`config.mk`:
```
export PLATFORM = sky130hd
export DESIGN_NAME = spi_slave_shifter
export DESIGN_NICKNAME = d
export VERILOG_FILES = /design/src/rtl/spi_slave_shifter_pkg.sv /design/src/rtl/spi_sync_edge.sv /design/src/rtl/spi_slave_shifter.sv
export SDC_FILE = /design/constraint.sdc
export NUM_CORES = 1
export LEC_CHECK = 0
export ABC_AREA = 1
export CORE_AREA = 2 2 100 83
export DETAILED_ROUTE_END_ITERATION = 8
export DIE_AREA = 0 0 102 85
export SYNTH_ARGS = -nofsm -noshare
export SYNTH_HDL_FRONTEND = slang
export SYNTH_SLANG_ARGS = --single-unit
export TNS_END_PERCENT = 1
```
`constraint.sdc`:
```
create_clock -name PCLK -period 4.3 [get_ports PCLK]
set_clock_uncertainty 0.15 [all_clocks]
set_input_delay 0.86 -clock PCLK [delete_from_list [all_inputs] [get_ports PCLK]]
set_output_delay 0.86 -clock PCLK [all_outputs]
set_load 0.01 [all_outputs]
```
`src/rtl/spi_slave_shifter_pkg.sv`:
```
// Shared types and defaults for the SPI responder shifter.
package spi_slave_shifter_pkg;

  // Responder FSM: IDLE waits for slave select, SHIFT moves bits.
  typedef enum logic {
    ST_IDLE  = 1'b0,
    ST_SHIFT = 1'b1
  } state_e;

  localparam int DATA_W_DEF = 8;
  localparam int SYNC_DEF   = 2;

  // Idle level of the pin synchronizers: ss idles high, sclk/mosi low.
  localparam logic SS_IDLE   = 1'b1;
  localparam logic SCLK_IDLE = 1'b0;

endpackage

```
`src/rtl/spi_sync_edge.sv`:
```
// Multi-flop synchronizer for an asynchronous pin, with one-cycle
// rise/fall pulses derived from the synchronized value.
module spi_sync_edge #(
  parameter int   STAGES  = 2,
  parameter logic RST_VAL = 1'b0
) (
  input  logic i_clk,
  input  logic i_rst,
  input  logic i_d,
  output logic o_rise,
  output logic o_fall
);

  logic [STAGES-1:0] r_sync;
  logic              r_prev;

  // Shift the pin through the synchronizer and remember the last synced value.
  always_ff @(posedge i_clk) begin
    if (i_rst) begin
      r_sync <= {STAGES{RST_VAL}};
      r_prev <= RST_VAL;
    end else begin
      r_sync <= {r_sync[STAGES-2:0], i_d};
      r_prev <= r_sync[STAGES-1];
    end
  end

  assign o_rise =  r_sync[STAGES-1] & ~r_prev;
  assign o_fall = ~r_sync[STAGES-1] &  r_prev;

endmodule

```
`src/rtl/spi_slave_shifter.sv`:
```
// SPI responder: oversamples sclk/ss/mosi in PCLK, shifts rx bits into
// rx_data_o and drives miso_o from a one-entry transmit holding buffer.
module spi_slave_shifter
  import spi_slave_shifter_pkg::*;
#(
  parameter int DATA_W      = DATA_W_DEF,
  parameter int SYNC_STAGES = SYNC_DEF
) (
  input  logic              PCLK,
  input  logic              PRESET,
  input  logic              spe_i,
  input  logic              cpol_i,
  input  logic              cpha_i,
  input  logic              lsbfe_i,
  input  logic              sclk_i,
  input  logic              ss_i,
  input  logic              mosi_i,
  output logic              miso_o,
  output logic              miso_oe_o,
  input  logic [DATA_W-1:0] tx_data_i,
  input  logic              tx_valid_i,
  output logic              tx_ready_o,
  output logic [DATA_W-1:0] rx_data_o,
  output logic              rx_valid_o,
  input  logic              rx_ready_i,
  output logic              busy_o,
  output logic              overrun_o,
  output logic              underrun_o,
  output logic              abort_o
);

  localparam int                CNT_W    = $clog2(DATA_W) + 1;
  localparam logic [CNT_W-1:0] CNT_LAST = CNT_W'(DATA_W);

  // Bit currently presented on the wire for a given shifter image.
  function automatic logic f_pick(input logic [DATA_W-1:0] v, input logic lsb);
    return lsb ? v[0] : v[DATA_W-1];
  endfunction

  // Shifter image after the presented bit has been consumed.
  function automatic logic [DATA_W-1:0] f_adv(input logic [DATA_W-1:0] v, input logic lsb);
    return lsb ? (v >> 1) : (v << 1);
  endfunction

  logic w_sclk_rise, w_sclk_fall, w_ss_rise, w_ss_fall;
  logic [SYNC_STAGES-1:0] r_mosi_sync;
  logic w_mosi;

  spi_sync_edge #(.STAGES(SYNC_STAGES), .RST_VAL(SCLK_IDLE)) u_sclk_sync (
    .i_clk (PCLK),
    .i_rst (PRESET),
    .i_d   (sclk_i),
    .o_rise(w_sclk_rise),
    .o_fall(w_sclk_fall)
  );

  spi_sync_edge #(.STAGES(SYNC_STAGES), .RST_VAL(SS_IDLE)) u_ss_sync (
    .i_clk (PCLK),
    .i_rst (PRESET),
    .i_d   (ss_i),
    .o_rise(w_ss_rise),
    .o_fall(w_ss_fall)
  );

  // mosi only needs synchronizing; it is sampled on sclk edges.
  always_ff @(posedge PCLK) begin
    if (PRESET) r_mosi_sync <= '0;
    else        r_mosi_sync <= {r_mosi_sync[SYNC_STAGES-2:0], mosi_i};
  end
  assign w_mosi = r_mosi_sync[SYNC_STAGES-1];

  state_e r_state, w_next_state;
  logic   r_cpol, r_cpha, r_lsbfe;
  logic [CNT_W-1:0]  r_bitcnt;
  logic [DATA_W-1:0] r_tx_sh, r_rx_sh, r_buf;
  logic              r_buf_full;

  logic w_lead, w_trail;
  logic w_start, w_exit, w_abort, w_sample, w_shift_out, w_reload;
  logic w_boundary, w_load, w_load_cpha, w_load_lsb;
  logic [CNT_W-1:0]  w_cnt_inc;
  logic [DATA_W-1:0] w_rx_next, w_load_byte;

  // Leading edge leaves the latched idle level, trailing edge returns to it.
  assign w_lead  = r_cpol ? w_sclk_fall : w_sclk_rise;
  assign w_trail = r_cpol ? w_sclk_rise : w_sclk_fall;

  // State register.
  always_ff @(posedge PCLK) begin
    if (PRESET) r_state <= ST_IDLE;
    else        r_state <= w_next_state;
  end

  // Next state and per-cycle actions; spe drop beats ss rise beats sclk edges.
  always_comb begin
    w_next_state = r_state;
    w_start      = 1'b0;
    w_exit       = 1'b0;
    w_abort      = 1'b0;
    w_sample     = 1'b0;
    w_shift_out  = 1'b0;
    w_reload     = 1'b0;
    case (r_state)
      ST_IDLE: begin
        if (spe_i && w_ss_fall) begin
          w_start      = 1'b1;
          w_next_state = ST_SHIFT;
        end
      end
      ST_SHIFT: begin
        if (!spe_i) begin
          w_exit       = 1'b1;
          w_next_state = ST_IDLE;
        end else if (w_ss_rise) begin
          w_exit       = 1'b1;
          w_abort      = (r_bitcnt != '0);
          w_next_state = ST_IDLE;
        end else if (w_lead) begin
          if (r_cpha) w_shift_out = 1'b1;
          else        w_sample    = 1'b1;
        end else if (w_trail) begin
          if (r_cpha)                w_sample    = 1'b1;
          else if (r_bitcnt == '0)   w_reload    = 1'b1;
          else                       w_shift_out = 1'b1;
        end
      end
      default: w_next_state = ST_IDLE;
    endcase
  end

  assign w_cnt_inc   = r_bitcnt + CNT_W'(1);
  assign w_boundary  = w_sample && (w_cnt_inc == CNT_LAST);
  // CPHA=1 reloads right at the byte boundary; CPHA=0 waits for the trailing edge.
  assign w_load      = w_start | w_reload | (w_boundary & r_cpha);
  assign w_load_cpha = w_start ? cpha_i  : r_cpha;
  assign w_load_lsb  = w_start ? lsbfe_i : r_lsbfe;
  assign w_load_byte = r_buf_full ? r_buf : '0;
  assign w_rx_next   = r_lsbfe ? {w_mosi, r_rx_sh[DATA_W-1:1]}
                               : {r_rx_sh[DATA_W-2:0], w_mosi};

  // Datapath: mode latch, bit counter, rx/tx shifters, holding buffer, pulses.
  always_ff @(posedge PCLK) begin
    if (PRESET) begin
      r_cpol     <= 1'b0;
      r_cpha     <= 1'b0;
      r_lsbfe    <= 1'b0;
      r_bitcnt   <= '0;
      r_tx_sh    <= '0;
      r_rx_sh    <= '0;
      r_buf      <= '0;
      r_buf_full <= 1'b0;
      miso_o     <= 1'b0;
      rx_data_o  <= '0;
      rx_valid_o <= 1'b0;
      overrun_o  <= 1'b0;
      underrun_o <= 1'b0;
      abort_o    <= 1'b0;
    end else begin
      overrun_o  <= 1'b0;
      underrun_o <= 1'b0;
      abort_o    <= w_abort;

      if (w_start) begin
        r_cpol     <= cpol_i;
        r_cpha     <= cpha_i;
        r_lsbfe    <= lsbfe_i;
        underrun_o <= ~r_buf_full;
      end

      if (w_start || w_exit)                r_bitcnt <= '0;
      else if (w_sample)                    r_bitcnt <= w_boundary ? '0 : w_cnt_inc;

      if (w_start || w_exit)                r_rx_sh <= '0;
      else if (w_sample)                    r_rx_sh <= w_rx_next;

      // A completion in the same cycle as an accept keeps rx_valid_o high.
      if (w_boundary) begin
        rx_data_o  <= w_rx_next;
        rx_valid_o <= 1'b1;
        overrun_o  <= rx_valid_o & ~rx_ready_i;
      end else if (rx_ready_i) begin
        rx_valid_o <= 1'b0;
      end

      // CPHA=0 presents bit0 at load; CPHA=1 waits for the first leading edge.
      if (w_load) begin
        if (!w_load_cpha) begin
          miso_o  <= f_pick(w_load_byte, w_load_lsb);
          r_tx_sh <= f_adv(w_load_byte, w_load_lsb);
        end else begin
          r_tx_sh <= w_load_byte;
        end
      end else if (w_shift_out) begin
        miso_o  <= f_pick(r_tx_sh, r_lsbfe);
        r_tx_sh <= f_adv(r_tx_sh, r_lsbfe);
      end
      if (w_exit) miso_o <= 1'b0;

      // A write into an empty buffer lands after any load that empties it.
      if (w_load) r_buf_full <= 1'b0;
      if (tx_valid_i && !r_buf_full) begin
        r_buf      <= tx_data_i;
        r_buf_full <= 1'b1;
      end
    end
  end

  assign tx_ready_o = ~r_buf_full;
  assign busy_o     = (r_state == ST_SHIFT);
  assign miso_oe_o  = (r_state == ST_SHIFT);

endmodule

```
==> results of run 1 <==
-- worst max-delay path: stages --
cell	delay, ns
clkdlybuf4s50_1	0.56
nand2_1	0.11
a21oi_2	0.19
nand3_1	0.12
nand2_2	0.35
nand3_4	0.21
nand3_1	0.20
nor2_1	0.07
nor2_1	0.10
nor2_1	0.04
-- cells in the final DEF (no fill, tap or decap), types with 2 or more instances in the layout --
cell | netlist | layout
nand2_1 | 117 | 117
dfxtp_1 | 54 | 54
nand3_1 | 41 | 41
nor2_1 | 39 | 39
inv_1 | 37 | 37
clkdlybuf4s50_1 | 0 | 34
a21oi_1 | 22 | 22
o21ai_0 | 16 | 16
nand4_1 | 10 | 10
o211ai_1 | 6 | 6
clkbuf_8 | 0 | 6
or2_2 | 5 | 5
nand2_2 | 3 | 3
nor3_1 | 3 | 3
a21oi_2 | 2 | 2
nand3_2 | 2 | 2
a211oi_1 | 2 | 2
ha_1 | 2 | 2
-- sequential cells by signal, indices dropped and copies added (netlist names), 2 cells and up --
signal,flops
u_sclk_sync.r_sync,2
rx_data_o,8
r_tx_sh,8
u_ss_sync.r_sync,2
r_rx_sh,8
r_bitcnt,4
r_buf,8
r_mosi_sync,2
-- per-layer routing --
layer	track usage [%]	share of wire [%]	vias up
li1	-	-	1288
met5	0	0	-
met3	2.14	3.1	2
met4	4.61	0.82	0
met1	20.1	52	1106
met2	23.0	44	39
-- power by group through the flow --
| stage | Clock, mW | Combinational (mW) | Sequential, mW |
|---|---|---|---|
| 2_1_floorplan | 0 | 0.0548 | 0.531 |
| 3_3_place_gp | 0 | 0.0817 | 0.537 |
| 3_5_place_dp | 0 | 0.0824 | 0.537 |
| 4_1_cts | 0.300 | 0.0827 | 0.526 |
| 5_1_grt | 0.321 | 0.0932 | 0.527 |
| 6_report | 0.286 | 0.0817 | 0.526 |
-- cell type report --
type	instances	area share [%]
Inverter	38	4.58
Clock buffer	7	2.77
Clock inverter	1	0.161
Multi-Input combinational cell	278	42.3
Timing Repair Buffer	35	11.2
Tap cell	108	4.34
Sequential cell	54	34.7
-- final timing paths --
check / startpoint / to / slack [ns] / depth (start not counted)
min: r_mosi_sync[0] / r_mosi_sync[1] / 0.25 / 2
max reg2reg: r_lsbfe / r_tx_sh[7] / 2.04 / 9
min reg2reg: r_mosi_sync[0] / r_mosi_sync[1] / 0.25 / 2
max: spe_i / r_tx_sh[3] / 1.53 / 10
-- logic make-up after synthesis --
group                      count (synthesis)  synth area share [%]
and+or+nand+nor                          226                  38.4
buffers and inverters                     54                  8.50
DFF                                       54                  41.2
AOI/OAI and AO/OA                         49                  10.5
adders and majority gates                  2                 0.955
xor gates and xnor gates                   1                 0.334
-- through the flow --
| step | power (mW) | std cells |
|---|---|---|
| after floorplan | 0.586 | 386 |
| after global placement | 0.619 | 513 |
| after detailed placement | 0.619 | 513 |
| after CTS | 0.909 | 521 |
| after global routing | 0.942 | 521 |
| final | 0.894 | 521 |
==> out/metrics.csv, run 1 <==
stage,metric,value,unit
status,result of the run,"finished, final reports clean",
finish,filler cell count in the final layout,829,
power,switching power summed over all nets,0.216,mW
cts,number of sinks on the clock net,54,
cts,buffer cell driving the clock tree root,clkbuf_8,
synthesis,Yosys warning count,0,
placed_design,worst setup slack after placement,1.21,ns
floorplan,Rows,29,
cts,TritonCTS clock tree,built,
detailed_routing,via count of the routed design,2435,
timing,peak clock frequency supported by timing,0.361,GHz
placed_design,hpwl dp,4280,µm
setup_path,type of the setup path with the least slack,in2reg,
synthesis,share of flip-flops with an asynchronous set or reset,0,%
synthesis,"Cell Area, Synth",2620,µm²
synthesis,Synth Register Bits,54,
timing,unrepaired setup endpoints after global routing,no,
grt,via count of the first global-routing pass,2315,
cts,Post-CTS Hold Fix Bufs,0,
finish,area added between synthesis and finish,18.9,%
placed_design,placed inst area,3020,µm²
synthesis,net count after synthesis,407,
cts,post-cts gate resize count,0,
cts,clock buffer depth,2,
setup_path,critical path required time,4.33,ns
cts,total CTS buffers,5,
detailed_routing,Initial DRC Count,115,
finish,layout cell share with drive strength beyond 1,6.30,%
power,switching portion of total power,24.2,%
power,portion of total power attributed to sequential cells,58.8,%
synthesis,prevailing post-synth register cell,dfxtp_1,
setup_path,startpoint kind of the worst setup timing path,input pin,
finish,design area,3120,µm²
floorplan,horizontal extent of the die,102,µm
placed_design,gpl congestion,0.810,
synthesis,cell with the most instances after synthesis,nand2_1,
min_path,Hold Path Class,reg2reg,
placed_design,# port buffers,34,
floorplan,Core Region,7690,µm²
power,Power per Cell Area,287,nW/µm²
synthesis,sequential-to-total area share from yosys stat,41.2,%
finish,core utilization of the finished layout,40.5,%
synthesis,Synth area leader,dfxtp_1,
synthesis,count of different cell masters after synthesis,29,
grt,first-pass GRT wire length,10200,µm
floorplan,effective utilization at floorplan,34.1,%
grt,maximum number of pins on one net before global-route repair,28,
detailed_routing,aggregate routed wire length,5850,µm
power,worst voltage drop across the vdd grid,0.125,mV
detailed_routing,DR DRC count,0,
finish,final-stage net count,433,
power,power share of the clock group,32.1,%
floorplan,number of placed I/O pins,35,
floorplan,die area,8670,µm²
setup_path,largest fanout of any net on the critical path,22,
grt,aggregate global routing overflow,0,
setup_path,endpoint kind of the worst setup timing path,register,
synthesis,Synth top area share,41.2,%
detailed_routing,Initial DRT Pass Iterations,4,
finish,count of inserted antenna diode cells,0,
cts,number of levels in the clock H-tree,2,
cts,post-CTS setup buffers,0,
timing,relative slew slack,62.7,%
finish,total area of multi-input combinational cells,1320,µm²
timing,final period demand of the worst path,2.77,ns
floorplan,y dimension of the die,85,µm
timing,post-route clock period utilization,64.4,%
synthesis,Mapped Cells,386,
cts,clock transition at the registers of the reported paths,0.09,ns
setup_path,data arrival time of the critical path,2.80,ns
timing,final count of pins violating max slew,0,
grt,number of antenna violations at the first check in global routing,0,
detailed_routing,via-per-instance ratio,4.67,
power,design internal power,0.678,mW
timing,accumulated negative setup slack,0,ns
timing,final setup violating endpoints,0,
power,relative contribution of combinational cells to total power,9.1,%
timing,total count of hold-check failures in the final report,0,
finish,sequential cell area,1080,µm²
synthesis,top post-synthesis cells by count,"nand2_1 (117), dfxtp_1 (54), nand3_1 (41)",
timing,Slew @ Worst Pin,0.559,ns
synthesis,synth top area cells,"dfxtp_1 (41%), nand2_1 (17%), nand3_1 (7.8%)",
synthesis,syn avg cell area,6.79,µm²
timing,final-layout worst hold slack,0.255,ns
synthesis,Post-synth EDFFs,0,
job,reported max-cap violation count,0,
cts,insertion delay of the later-clocked pin in the worst-skew pair,0.29,ns
detailed_routing,detailed-route wire length per cell,11.2,µm
grt,total global routing track utilization,14.4,%
power,Leak,1.35,nW
timing,post-route worst setup slack,1.53,ns
detailed_routing,Post-DRT Antenna Nets,0,
Note: power is estimated with default switching activity, not from simulation.
==> run 2, diff against run 1 <==
clock period = 2.4 ns   (was 4.3 ns; I/O delays follow)
==> out/metrics.csv, run 2 (synthesized netlist as in run 1, its figures left out) <==
stage,metric,value,unit
timing,final period demand of the worst path,2.10,ns
setup_path,startpoint kind of the worst setup timing path,input pin,
power,Power per Cell Area,514,nW/µm²
detailed_routing,detailed route wirelength on metal2,2730,µm
cts,clock transition at the registers of the reported paths,0.10,ns
detailed_routing,Initial DRT Pass Iterations,4,
finish,"most common cell after layout, fill and taps aside",nand2_1,
floorplan,die area,8670,µm²
detailed_routing,routed wl met3,299,µm
power,design internal power,1.23,mW
timing,total count of hold-check failures in the final report,0,
detailed_routing,Post-DRT Antenna Nets,0,
power,Leak,1.40,nW
grt,via count of the first global-routing pass,2281,
setup_path,endpoint kind of the worst setup timing path,register,
timing,peak clock frequency supported by timing,0.477,GHz
detailed_routing,via count of the routed design,2473,
finish,layout cell share with drive strength beyond 1,8.96,%
placed_design,gpl congestion,0.822,
cts,clock buffer depth,2,
status,result of the run,"finished, final reports clean",
cts,number of sinks on the clock net,54,
power,worst voltage drop across the vdd grid,0.224,mV
placed_design,hpwl dp,4500,µm
finish,filler cell count in the final layout,832,
finish,final-stage net count,444,
detailed_routing,detailed-route wire length per cell,11.6,µm
cts,post-cts gate resize count,0,
detailed_routing,Initial DRC Count,137,
detailed_routing,routed metal-1 wire length,3090,µm
grt,number of antenna violations at the first check in global routing,0,
setup_path,data arrival time of the critical path,2.15,ns
setup_path,R2R depth,9,
job,reported max-cap violation count,0,
setup_path,start of the worst register-to-register path,r_bitcnt[0],
min_path,endpoint of the worst hold path,r_mosi_sync[1],
cts,Post-CTS Hold Fix Bufs,0,
min_path,Hold Path Class,reg2reg,
finish,area added between synthesis and finish,22.3,%
setup_path,largest fanout of any net on the critical path,9,
finish,count of inserted antenna diode cells,0,
floorplan,y dimension of the die,85,µm
setup_path,reg2reg end,miso_o,
timing,final setup violating endpoints,0,
cts,buffer cell driving the clock tree root,clkbuf_8,
detailed_routing,via-per-instance ratio,4.65,
floorplan,number of placed I/O pins,35,
placed_design,# port buffers,34,
cts,post-CTS setup buffers,0,
cts,TritonCTS clock tree,built,
timing,unrepaired setup endpoints after global routing,no,
timing,post-route clock period utilization,87.3,%
power,relative contribution of combinational cells to total power,10.0,%
detailed_routing,DR DRC count,0,
power,portion of total power attributed to sequential cells,56.7,%
setup_path,FF-to-FF setup slack,0.34,ns
grt,aggregate global routing overflow,0,
placed_design,placed insts,524,
min_path,Hold Startpoint,r_mosi_sync[0],
timing,final count of pins violating max slew,0,
cts,insertion delay of the later-clocked pin in the worst-skew pair,0.31,ns
floorplan,effective utilization at floorplan,34.1,%
setup_path,critical path required time,2.46,ns
power,power share of the clock group,33.3,%
floorplan,Core Region,7690,µm²
setup_path,cell-by-cell trace of the critical path,"clkdlybuf4s50_1, nand2_1, a21oi_2, nand3_1, nand2_2, nand3_4, nand3_1, nand2_1, nor2_1, nor2_1",
floorplan,horizontal extent of the die,102,µm
cts,total CTS buffers,5,
timing,Slew @ Worst Pin,0.557,ns
grt,first-pass GRT wire length,10500,µm
grt,total global routing track utilization,15.0,%
finish,"top library cells by usage in the layout, fill and taps aside","nand2_1 (117), dfxtp_1 (54), nand3_1 (41)",
detailed_routing,aggregate routed wire length,6170,µm
cts,number of levels in the clock H-tree,2,
finish,sequential cell area,1080,µm²
power,switching portion of total power,25.5,%
power,switching power summed over all nets,0.420,mW
power,total power consumption of the routed design,1.65,mW
setup_path,Slowest Stage Delay on Critical Path,0.53,ns
min_path,Hold Path Stages,2,
floorplan,Rows,29,
grt,maximum number of pins on one net before global-route repair,21,
setup_path,slowest CP cell,clkdlybuf4s50_1,
finish,Finished Layout Cells,532,
timing,relative slew slack,62.8,%
setup_path,type of the setup path with the least slack,in2reg,
detailed_routing,Highest Signal Layer,met4,
finish,total area of multi-input combinational cells,1320,µm²
-- run 2: metrics by stage --
stage / utilization, % / instance area, µm² / setup WS [ns] / setup TNS [ns] / hold WS [ns]
final: 41.7 / 3210 / 0.304 / 0 / 0.259
after global routing: 41.7 / 3210 / 0.119 / 0 / 0.310
after CTS: 41.7 / 3210 / 0.312 / 0 / 0.263
after detailed placement: 40.4 / 3110 / -0.00201 / -0.00201 / 0.247
after global placement: 40.4 / 3110 / 0.0479 / 0 / 0.241
after floorplan: - / 2620 / 0.640 / 0 / 0.238
-- run 2: worst max-delay path by stage --
stage,start,end,depth (start not counted)
2_1_floorplan,r_bitcnt[0],miso_o,11
3_3_place_gp,spe_i,r_tx_sh[5],10
3_5_place_dp,spe_i,miso_o,10
4_1_cts,spe_i,miso_o,10
5_1_grt,spe_i,r_tx_sh[7],11
6_report,spe_i,miso_o,10
-- run 2: routing by layer --
metal / up-vias / global-route usage (%)
li1: 1316 / -
met1: 1111 / 21.3
met2: 42 / 23.4
met3: 4 / 2.72
met4: 0 / 3.64
met5: - / 0
-- run 2: critical path, delay by kind of cell --
family                 cells  cell delay (ns)
buffers and inverters      1             0.53
and+or+nand+nor            8             0.96
AOI/OAI and AO/OA          1             0.18
-- run 2: cell type report --
class / instances / share of cell area [%]
clock inverters: 2 / 0.546
multi-input cells: 278 / 41.1
repair buffers: 46 / 13.4
clock buffers: 6 / 2.58
well taps: 108 / 4.21
inverters: 38 / 4.45
flip-flops and latches: 54 / 33.7
-- run 2: power groups by stage --
stage          Clock (mW)  Combinational [mW]  Sequential (mW)
2_1_floorplan           0              0.0982            0.951
3_3_place_gp            0               0.165            0.954
3_5_place_dp            0               0.167            0.955
4_1_cts             0.569               0.168            0.934
5_1_grt             0.598               0.189            0.937
6_report            0.549               0.165            0.933
==> run 3, diff against run 2 <==
GPL_TIMING_DRIVEN = 0   (was default)
MAX_ROUTING_LAYER = met4   (was default)
SETUP_SLACK_MARGIN = 0.3   (was default)
==> out/metrics.csv, run 3 (synthesized netlist as in run 1, its figures left out) <==
stage,metric,value,unit
placed_design,placed insts,527,
finish,"most common cell after layout, fill and taps aside",nand2_1,
grt,maximum number of pins on one net before global-route repair,18,
finish,design area,3220,µm²
cts,total CTS buffers,5,
setup_path,data arrival time of the critical path,1.40,ns
detailed_routing,Post-DRT Antenna Nets,0,
finish,area added between synthesis and finish,22.9,%
setup_path,reg2reg end,r_tx_sh[2],
timing,accumulated negative setup slack,0,ns
placed_design,# port buffers,33,
job,reported max-cap violation count,0,
status,result of the run,"finished, final reports clean",
setup_path,startpoint kind of the worst setup timing path,register,
placed_design,placed inst area,3090,µm²
grt,first-pass GRT wire length,10600,µm
floorplan,horizontal extent of the die,102,µm
placed_design,hpwl dp,4550,µm
min_path,Hold Path Class,reg2reg,
setup_path,FF-to-FF setup slack,0.43,ns
cts,buffer cell driving the clock tree root,clkbuf_8,
floorplan,effective utilization at floorplan,34.1,%
detailed_routing,Initial DRC Count,159,
cts,Post-CTS Hold Fix Bufs,0,
floorplan,y dimension of the die,85,µm
detailed_routing,via count of the routed design,2480,
grt,total global routing track utilization,15.6,%
detailed_routing,Initial DRT Pass Iterations,4,
power,worst voltage drop across the vdd grid,0.355,mV
cts,clock buffer depth,2,
timing,final count of pins violating max slew,0,
floorplan,die area,8670,µm²
setup_path,type of the setup path with the least slack,reg2out,
grt,aggregate global routing overflow,0,
timing,post-route clock period utilization,84.4,%
finish,final-stage net count,447,
setup_path,critical path required time,1.77,ns
min_path,endpoint of the worst hold path,r_mosi_sync[1],
min_path,Hold Path Stages,2,
timing,unrepaired setup endpoints after global routing,yes,
floorplan,Core Region,7690,µm²
finish,"top library cells by usage in the layout, fill and taps aside","nand2_1 (116), dfxtp_1 (53), nand3_1 (40)",
cts,number of levels in the clock H-tree,2,
timing,total count of hold-check failures in the final report,0,
timing,final setup violating endpoints,0,
timing,Slew @ Worst Pin,0.548,ns
cts,TritonCTS clock tree,built,
cts,clock transition at the registers of the reported paths,0.11,ns
floorplan,number of placed I/O pins,35,
cts,insertion delay of the later-clocked pin in the worst-skew pair,0.32,ns
timing,final period demand of the worst path,2.03,ns
min_path,Hold Startpoint,r_mosi_sync[0],
grt,number of antenna violations at the first check in global routing,0,
grt,via count of the first global-routing pass,2400,
setup_path,R2R depth,11,
detailed_routing,detailed-route wire length per cell,11.2,µm
power,Power per Cell Area,534,nW/µm²
placed_design,gpl congestion,0.826,
timing,relative slew slack,63.5,%
setup_path,start of the worst register-to-register path,r_bitcnt[1],
power,Leak,1.40,nW
timing,peak clock frequency supported by timing,0.494,GHz
floorplan,Rows,29,
detailed_routing,DR DRC count,0,
detailed_routing,via-per-instance ratio,4.64,
finish,layout cell share with drive strength beyond 1,8.90,%
setup_path,largest fanout of any net on the critical path,7,
finish,count of inserted antenna diode cells,0,
finish,Finished Layout Cells,535,
setup_path,endpoint kind of the worst setup timing path,primary output,
cts,number of sinks on the clock net,54,
detailed_routing,aggregate routed wire length,6000,µm
## run 3: through the flow
step | util (%) | worst slack, ns | total power, mW | hold WS, ns
floorplan | - | 0.640 | 1.05 | 0.238
finish | 41.9 | 0.374 | 1.72 | 0.262
global route | 41.9 | 0.257 | 1.79 | 0.285
CTS | 41.6 | 0.280 | 1.74 | 0.265
detailed placement | 40.1 | -0.154 | 1.12 | 0.250
global placement | 40.1 | -0.151 | 1.11 | 0.243
## run 3: power breakdown
part / leakage, nW / internal [mW] / total [mW] / switching [mW]
clock: 0.0504 / 0.311 / 0.626 / 0.315
sequential: 0.440 / 0.918 / 0.934 / 0.0157
combinational: 0.910 / 0.0665 / 0.161 / 0.0944
total: 1.40 / 1.30 / 1.72 / 0.425
## run 3: timing repair
| item | in CTS | in global routing |
|---|---|---|
| hold endpoints to repair | 0 | 0 |
| endpoints found under the setup margin | 17 | 32 |
| setup buffers | 0 | 0 |
| gates resized for setup | 2 | 8 |
## run 3: worst max path at each step
stage | start | end | slack (ns)
floorplan | r_bitcnt[0] | miso_o | 0.64
global placement | spe_i | r_bitcnt[0] | -0.15
detailed placement | spe_i | r_bitcnt[3] | -0.15
CTS | spe_i | r_bitcnt[3] | 0.28
global route | r_bitcnt[1] | r_tx_sh[3] | 0.26
finish | r_buf_full | tx_ready_o | 0.37
## run 3: worst max-delay path: stages (launching register included)
cell and delay [ns]:
dfxtp_1 0.31, clkbuf_2 0.15, inv_1 0.09, clkdlybuf4s50_1 0.53
## run 3: layout make-up
cell class	instances	area (µm²)
Fill cell	837	4470
Multi-Input combinational cell	278	1330
Sequential cell	54	1080
Timing Repair Buffer	33	333
Inverter	38	143
Tap cell	108	135
Buffer	16	86.3
Clock buffer	5	68.8
Clock inverter	3	45.0
## run 3: per-layer routing
layer | vias to the layer above | GRT usage (%) | wire (µm)
li1 | 1315 | - | -
met5 | - | - | 0
met3 | 8 | 2.88 | 263
met2 | 48 | 23.0 | 2640
met4 | 0 | 6.18 | 92
met1 | 1109 | 21.1 | 3010
